**config.mk**
```make
export PLATFORM = sky130hd
export DESIGN_NAME = i2s_slave_rx_flat
export DESIGN_NICKNAME = d
export VERILOG_FILES = /design/src/rtl/i2s_slave_rx_if.sv /design/src/rtl/i2s_slave_rx.sv /design/src/flat_wrapper.sv
export SDC_FILE = /design/constraint.sdc
export NUM_CORES = 1
export LEC_CHECK = 0
export ABC_CLOCK_PERIOD_IN_PS = 2300
export CORE_MARGIN = 2
export CORE_UTILIZATION = 52
export CTS_CLUSTER_SIZE = 28
export DETAILED_ROUTE_END_ITERATION = 12
export PLACE_DENSITY = 0.82
export SLEW_MARGIN = 20
export SYNTH_ARGS = -nofsm -noshare
export SYNTH_HDL_FRONTEND = slang
export SYNTH_SLANG_ARGS = --single-unit
```
**constraint.sdc**
```tcl
create_clock -name clk -period 2.3 [get_ports clk]
set_input_delay 0.46 -clock clk [delete_from_list [all_inputs] [get_ports clk]]
set_output_delay 0.46 -clock clk [all_outputs]
set_load 0.01 [all_outputs]
```
**src/rtl/i2s_slave_rx_if.sv**
```systemverilog
// Parallel stereo-sample output bus of the I2S slave receiver: valid/ready
// handshake carrying the FIFO head pair.
interface i2s_slave_rx_if #(
  parameter int DATA_W = 16
);
  logic              out_valid;
  logic              out_ready;
  logic [DATA_W-1:0] out_left;
  logic [DATA_W-1:0] out_right;

  modport master (output out_valid, output out_left, output out_right, input out_ready);
  modport slave  (input out_valid, input out_left, input out_right, output out_ready);
endinterface

```
**src/rtl/i2s_slave_rx.sv**
```systemverilog
// I2S slave receiver: oversamples SCK/WS/SD, deserializes MSB-first words with
// the 1-bit WS delay and queues left/right pairs in a small FIFO.
module i2s_slave_rx #(
  parameter int DATA_W     = 16,
  parameter int FIFO_DEPTH = 4
) (
  input  logic                        clk,
  input  logic                        rst_n,
  input  logic                        en,
  input  logic                        sck,
  input  logic                        ws,
  input  logic                        sd,
  i2s_slave_rx_if.master              out_if,
  output logic [$clog2(FIFO_DEPTH):0] fifo_level,
  output logic                        overflow,
  input  logic                        ovf_clr,
  output logic                        short_err
);

  localparam int AW = $clog2(FIFO_DEPTH);
  localparam logic [AW:0] DEPTH_C = (AW+1)'(FIFO_DEPTH);
  localparam logic [6:0]  DW7     = 7'(DATA_W);

  typedef enum logic {ST_UNSYNC, ST_SYNC} state_e;

  logic sck_s1_q, sck_s2_q, sck_s3_q;
  logic ws_s1_q, ws_s2_q, sd_s1_q, sd_s2_q;
  logic sck_rise;

  state_e            state_q, state_d;
  logic              ws_prev_q, ws_prev_d;
  logic [5:0]        bit_cnt_q, bit_cnt_d;
  logic [DATA_W-1:0] word_q, word_d;
  logic [DATA_W-1:0] left_hold_q, left_hold_d;
  logic              left_vld_q, left_vld_d;
  logic              short_q, short_d;
  logic              ovf_q, ovf_d;

  logic [DATA_W-1:0] mem_l_q [FIFO_DEPTH];
  logic [DATA_W-1:0] mem_r_q [FIFO_DEPTH];
  logic [AW-1:0]     wr_ptr_q, wr_ptr_d, rd_ptr_q, rd_ptr_d;
  logic [AW:0]       count_q, count_d;

  logic              push, do_push, pop, full;
  logic [DATA_W-1:0] push_l, push_r;
  logic [DATA_W-1:0] word_nxt;
  logic [5:0]        cnt_nxt;

  assign sck_rise = sck_s2_q & ~sck_s3_q;

  always_comb begin
    state_d     = state_q;
    ws_prev_d   = ws_prev_q;
    bit_cnt_d   = bit_cnt_q;
    word_d      = word_q;
    left_hold_d = left_hold_q;
    left_vld_d  = left_vld_q;
    short_d     = 1'b0;
    push        = 1'b0;
    push_l      = left_hold_q;
    push_r      = '0;
    word_nxt    = word_q;
    cnt_nxt     = (bit_cnt_q == 6'd63) ? 6'd63 : bit_cnt_q + 6'd1;

    for (int unsigned i = 0; i < DATA_W; i++) begin
      if ({1'b0, bit_cnt_q} == 7'(DATA_W - 1 - i)) word_nxt[i] = sd_s2_q;
    end

    // ws_prev follows WS on every rise, even while disabled, so a re-enable
    // only resyncs on a genuine word boundary.
    if (!en) begin
      state_d    = ST_UNSYNC;
      left_vld_d = 1'b0;
      if (sck_rise) ws_prev_d = ws_s2_q;
    end else if (sck_rise) begin
      case (state_q)
        ST_UNSYNC: begin
          if (ws_s2_q != ws_prev_q) begin
            ws_prev_d = ws_s2_q;
            bit_cnt_d = '0;
            word_d    = '0;
            state_d   = ST_SYNC;
          end
        end
        ST_SYNC: begin
          word_d    = word_nxt;
          bit_cnt_d = cnt_nxt;
          if (ws_s2_q != ws_prev_q) begin
            short_d = ({1'b0, cnt_nxt} < DW7);
            if (!ws_prev_q) begin
              left_hold_d = word_nxt;
              left_vld_d  = 1'b1;
            end else if (left_vld_q) begin
              push       = 1'b1;
              push_r     = word_nxt;
              left_vld_d = 1'b0;
            end
            word_d    = '0;
            bit_cnt_d = '0;
            ws_prev_d = ws_s2_q;
          end
        end
        default: state_d = ST_UNSYNC;
      endcase
    end
  end

  always_comb begin
    pop      = (count_q != '0) && out_if.out_ready;
    full     = (count_q == DEPTH_C);
    do_push  = push && (!full || pop);
    wr_ptr_d = do_push ? wr_ptr_q + AW'(1) : wr_ptr_q;
    rd_ptr_d = pop ? rd_ptr_q + AW'(1) : rd_ptr_q;
    case ({do_push, pop})
      2'b10:   count_d = count_q + (AW+1)'(1);
      2'b01:   count_d = count_q - (AW+1)'(1);
      default: count_d = count_q;
    endcase
    // A new overflow wins over a simultaneous clear.
    if (push && full && !pop) ovf_d = 1'b1;
    else if (ovf_clr)         ovf_d = 1'b0;
    else                      ovf_d = ovf_q;
  end

  always_ff @(posedge clk or negedge rst_n) begin
    if (!rst_n) begin
      sck_s1_q    <= 1'b0;
      sck_s2_q    <= 1'b0;
      sck_s3_q    <= 1'b0;
      ws_s1_q     <= 1'b0;
      ws_s2_q     <= 1'b0;
      sd_s1_q     <= 1'b0;
      sd_s2_q     <= 1'b0;
      state_q     <= ST_UNSYNC;
      ws_prev_q   <= 1'b0;
      bit_cnt_q   <= '0;
      word_q      <= '0;
      left_hold_q <= '0;
      left_vld_q  <= 1'b0;
      short_q     <= 1'b0;
      ovf_q       <= 1'b0;
      wr_ptr_q    <= '0;
      rd_ptr_q    <= '0;
      count_q     <= '0;
      for (int unsigned i = 0; i < FIFO_DEPTH; i++) begin
        mem_l_q[i] <= '0;
        mem_r_q[i] <= '0;
      end
    end else begin
      sck_s1_q    <= sck;
      sck_s2_q    <= sck_s1_q;
      sck_s3_q    <= sck_s2_q;
      ws_s1_q     <= ws;
      ws_s2_q     <= ws_s1_q;
      sd_s1_q     <= sd;
      sd_s2_q     <= sd_s1_q;
      state_q     <= state_d;
      ws_prev_q   <= ws_prev_d;
      bit_cnt_q   <= bit_cnt_d;
      word_q      <= word_d;
      left_hold_q <= left_hold_d;
      left_vld_q  <= left_vld_d;
      short_q     <= short_d;
      ovf_q       <= ovf_d;
      wr_ptr_q    <= wr_ptr_d;
      rd_ptr_q    <= rd_ptr_d;
      count_q     <= count_d;
      if (do_push) begin
        mem_l_q[wr_ptr_q] <= push_l;
        mem_r_q[wr_ptr_q] <= push_r;
      end
    end
  end

  assign out_if.out_valid = (count_q != '0);
  assign out_if.out_left  = mem_l_q[rd_ptr_q];
  assign out_if.out_right = mem_r_q[rd_ptr_q];
  assign fifo_level       = count_q;
  assign overflow         = ovf_q;
  assign short_err        = short_q;

endmodule

```
**src/flat_wrapper.sv**
```systemverilog
// flat-port wrapper written by rule: the top's interface ports become plain ports
module i2s_slave_rx_flat 
#(
  parameter int DATA_W     = 16,
  parameter int FIFO_DEPTH = 4
)
  (clk, rst_n, en, sck, ws, sd, fifo_level, overflow, ovf_clr, short_err, out_if_out_valid, out_if_out_left, out_if_out_right, out_if_out_ready);
  i2s_slave_rx_if #(.DATA_W(DATA_W)) out_if_i ();
  input  logic clk;
  input  logic rst_n;
  input  logic en;
  input  logic sck;
  input  logic ws;
  input  logic sd;
  output logic [$clog2(FIFO_DEPTH):0] fifo_level;
  output logic overflow;
  input  logic ovf_clr;
  output logic short_err;
  output wire logic [$bits(out_if_i.out_valid)-1:0] out_if_out_valid;
  output wire logic [$bits(out_if_i.out_left)-1:0] out_if_out_left;
  output wire logic [$bits(out_if_i.out_right)-1:0] out_if_out_right;
  input wire logic [$bits(out_if_i.out_ready)-1:0] out_if_out_ready;
  assign out_if_out_valid = out_if_i.out_valid;
  assign out_if_out_left = out_if_i.out_left;
  assign out_if_out_right = out_if_i.out_right;
  assign out_if_i.out_ready = out_if_out_ready;
  i2s_slave_rx #(.DATA_W(DATA_W), .FIFO_DEPTH(FIFO_DEPTH)) u_core (.clk(clk), .rst_n(rst_n), .en(en), .sck(sck), .ws(ws), .sd(sd), .out_if(out_if_i), .fifo_level(fifo_level), .overflow(overflow), .ovf_clr(ovf_clr), .short_err(short_err));
endmodule
```
==> flow_metrics.tcl <==
set metrics [dict create \
    globalRoute.totalOverflow 0 \
    diodes 0 \
    switching_power_w 0.00204 \
    cts_htree_levels 4 \
    cts_buffers 17 \
    most_frequently_used_cell_type_in_the_post_synthesis_netlist "sky130_fd_sc_hd__dfrtp_1" \
    power_switching_share 0.262 \
    clkSinkCount 185 \
    antenna_violating_nets_post_route 0 \
    synth-compound-area-share 0.0763 \
    worstSkewPairLatency_ns 0.44 \
    syn-mean-instance-area_um2 13.1 \
    worstSetupStartpointType "flop" \
    synthSimpleGateAreaFrac 0.0953 \
    core.rowCount 46 \
    vdd.ir_drop.worst_mv 0.547 \
    setup_viol_count_final 9 \
    cts_max_path_buffers 2 \
    initial_core_util 0.529 \
    vias_in_the_first_global_route 5846 \
    detailedRoute.firstPassIterationCount 5 \
    drt_iter0_markers 465 \
    postRouteWirelength_um 18800 \
    grt_usage 0.242 \
    cp.required_ns 1.84 \
    design.final.nets 742 \
    path_max_fanout 6 \
    number_of_buffers_inserted_by_port_buffering 45 \
    synth_commonest_cells "185 x sky130_fd_sc_hd__dfrtp_1, 70 x sky130_fd_sc_hd__a21oi_1, 69 x sky130_fd_sc_hd__nor2_1, 57 x sky130_fd_sc_hd__mux2_4, 51 x sky130_fd_sc_hd__nand2_1" \
    synth-main-ff-cell "sky130_fd_sc_hd__dfrtp_1" \
    core_um2 15800 \
    cp_data_arrival_time_ns 1.90 \
    final_layout_size_suffix_gt1_frac 0.306 \
    power.clock.fraction 0.375 \
    report.final.slew_viol_count 0 \
    worst_slew_margin_rel 0.581 \
    die-height_um 131 \
    overall_via_count_from_detail_route 5431 \
    total_nets_after_synthesis 658 \
    post_drt_via_cell_ratio 5.69 \
    routabilityCongestion 0.815 \
    yosys_register_bits 185 \
    area.growth.synth_to_final_pct 19.7 \
    share_seq_of_total_power 0.440 \
    cell_accounting_for_the_most_synthesized_area "sky130_fd_sc_hd__dfrtp_1" \
    part_of_the_power_in_combinational_logic 0.185 \
    synth.mux.area_fraction 0.218 \
    drcViolationCount 0 \
    power_density_nw_per_um2 777 \
    largest_net_degree_at_the_start_of_global_routing 51 \
    antenna_found_initial 0 \
    ctsRootBufferMaster "sky130_fd_sc_hd__clkbuf_16" \
    yosys_warnings 0 \
    max_freq_mhz 424 \
    synth-adder-area-share 0.0143 \
    design.die.area_um2 17100 \
    post_route_skew_ns 0.0118 \
    syn_area_um2 8370 \
    internal_power_w 0.00575 \
    top_level_ports 46 \
    reg_clk_slew_reported_paths_ns 0.07 \
    synth_cell_types 41 \
    violations "setup timing" \
    detailedPlacementHpwl_um 12300 \
    dominant_combinational_cell_family_by_area_after_synthesis "multiplexers" \
    final_critical_path_setup_slack_ns -0.0585 \
    grt_first_pass_wirelength_um 31100 \
    run_status "finished, violations left" \
    ys_top_cells_by_area "sky130_fd_sc_hd__dfrtp_1 55%, sky130_fd_sc_hd__mux2_4 10%, sky130_fd_sc_hd__mux4_2 8.6%" \
    worst_hold_path_type "reg2reg" \
    hold_ws_ns 0.343 \
    ys_seq_area_frac 0.553 \
    synth-xor-area-share 0.00628 \
    end_kind "output port" \
    ys_async_sr_fraction 1.00 \
    total_leakage_power_nw 4.77 \
    final.period_utilization 1.03 \
    maxCapViolations 0 \
    synth-edff-count 0 \
    die_w_um 131 \
    tritoncts "yes" \
    worst_path_class_setup "reg2out" \
    synth_cells 641 \
    final_hold_vios 0 \
    rsz_0062_raised_after_global_routing "yes" \
    timing.setup.tns_ns -0.400 \
    synth_top_area_frac 0.553 \
    finalCriticalPeriod_ns 2.36 \
    avgRoutedWirePerCell_um 19.7 \
    tightestPinTransition_ns 0.611 \
]
state kept, by name, indices dropped and copies added, names as in the netlist, 2 cells and up:
| signal | cells |
|---|---|
| u_core.mem_l_q | 64 |
| u_core.mem_r_q | 64 |
| u_core.left_hold_q | 16 |
| u_core.word_q | 16 |
| u_core.bit_cnt_q | 6 |
| u_core.fifo_level | 3 |
| u_core.rd_ptr_q | 2 |
| u_core.wr_ptr_q | 2 |
per-layer routing:
layer  vias up  GRT usage  share of wire
met5         -          0              0
met4         0      0.111          0.032
met3        52     0.0542          0.040
met2       152      0.404           0.51
met1      2796      0.303           0.41
li1       2431          -              -
layout make-up:
cell class	instances	area (um^2)
clock buffers	21	480
clock inverters	11	108
multi-input cells	407	3440
well taps	216	270
inverters	7	26.3
fillers	1127	5800
flip-flops and latches	185	4630
repair buffers	107	1070
path summary, 6_finish.rpt:
check	start	end	slack [ns]	cells after the start
max	u_core.rd_ptr_q[0]	out_if_out_right[6]	-0.06	4
min	u_core.ws_s1_q	u_core.ws_s2_q	0.34	0
max reg2reg	u_core.bit_cnt_q[0]	u_core.mem_r_q[63]	0.14	6
min reg2reg	u_core.ws_s1_q	u_core.ws_s2_q	0.34	0
max in group asynchronous	rst_n	u_core.mem_l_q[61]	1.11	3
min in group asynchronous	rst_n	u_core.sd_s1_q	0.53	2
through the flow:
step           cell area [um^2]  instances  total power, W  utilization  setup WS [ns]
6_report                  10000        954         0.00779        0.633        -0.0585
5_1_grt                   10000        954         0.00806        0.633         -0.104
4_1_cts                   10000        953         0.00785        0.634        -0.0653
3_5_place_dp               9410        914         0.00462        0.594         -0.102
3_3_place_gp               9410        914         0.00458        0.594        -0.0122
2_1_floorplan              8370        641         0.00413            -          0.162
cells in the final DEF, fill, tap and decap left out, types with 17 or more instances in the layout:
cell type	n
sky130_fd_sc_hd__mux4_2	32
sky130_fd_sc_hd__o21ai_0	19
sky130_fd_sc_hd__o21ai_1	22
sky130_fd_sc_hd__a21oi_1	70
sky130_fd_sc_hd__buf_4	41
sky130_fd_sc_hd__nor2_1	69
sky130_fd_sc_hd__dfrtp_1	183
sky130_fd_sc_hd__nand2_1	51
sky130_fd_sc_hd__mux2_4	57
sky130_fd_sc_hd__buf_2	26
sky130_fd_sc_hd__clkbuf_16	17
logic make-up after synthesis:
| family | after synthesis |
|---|---|
| fa+ha+maj | 9 |
| flops | 185 |
| compound gates | 122 |
| xor+xnor | 6 |
| buf+inv | 49 |
| simple gates | 157 |
| mux | 113 |
power by group through the flow:
stage / sequential, W / clock [W] / combinational [W]
5_1_grt: 0.00344 / 0.00309 / 0.00154
4_1_cts: 0.00344 / 0.00296 / 0.00145
3_5_place_dp: 0.00351 / 0 / 0.00110
6_report: 0.00343 / 0.00292 / 0.00144
3_3_place_gp: 0.00350 / 0 / 0.00108
2_1_floorplan: 0.00347 / 0 / 0.000659
timing repair:
action	CTS	global route
gates resized for setup	134	3
setup buffers	3	2
setup endpoints to repair	33	14
hold buffers	1	0
endpoints found under the hold margin	45	0
cloned	3	0
critical path, stage by stage (launching register included):
cell and delay [ns]:
sky130_fd_sc_hd__dfrtp_2 0.37, sky130_fd_sc_hd__buf_12 0.15, sky130_fd_sc_hd__bufbuf_16 0.27, sky130_fd_sc_hd__mux4_2 0.52
sky130_fd_sc_hd__buf_6 0.14
(Power assumes the default switching activity.)
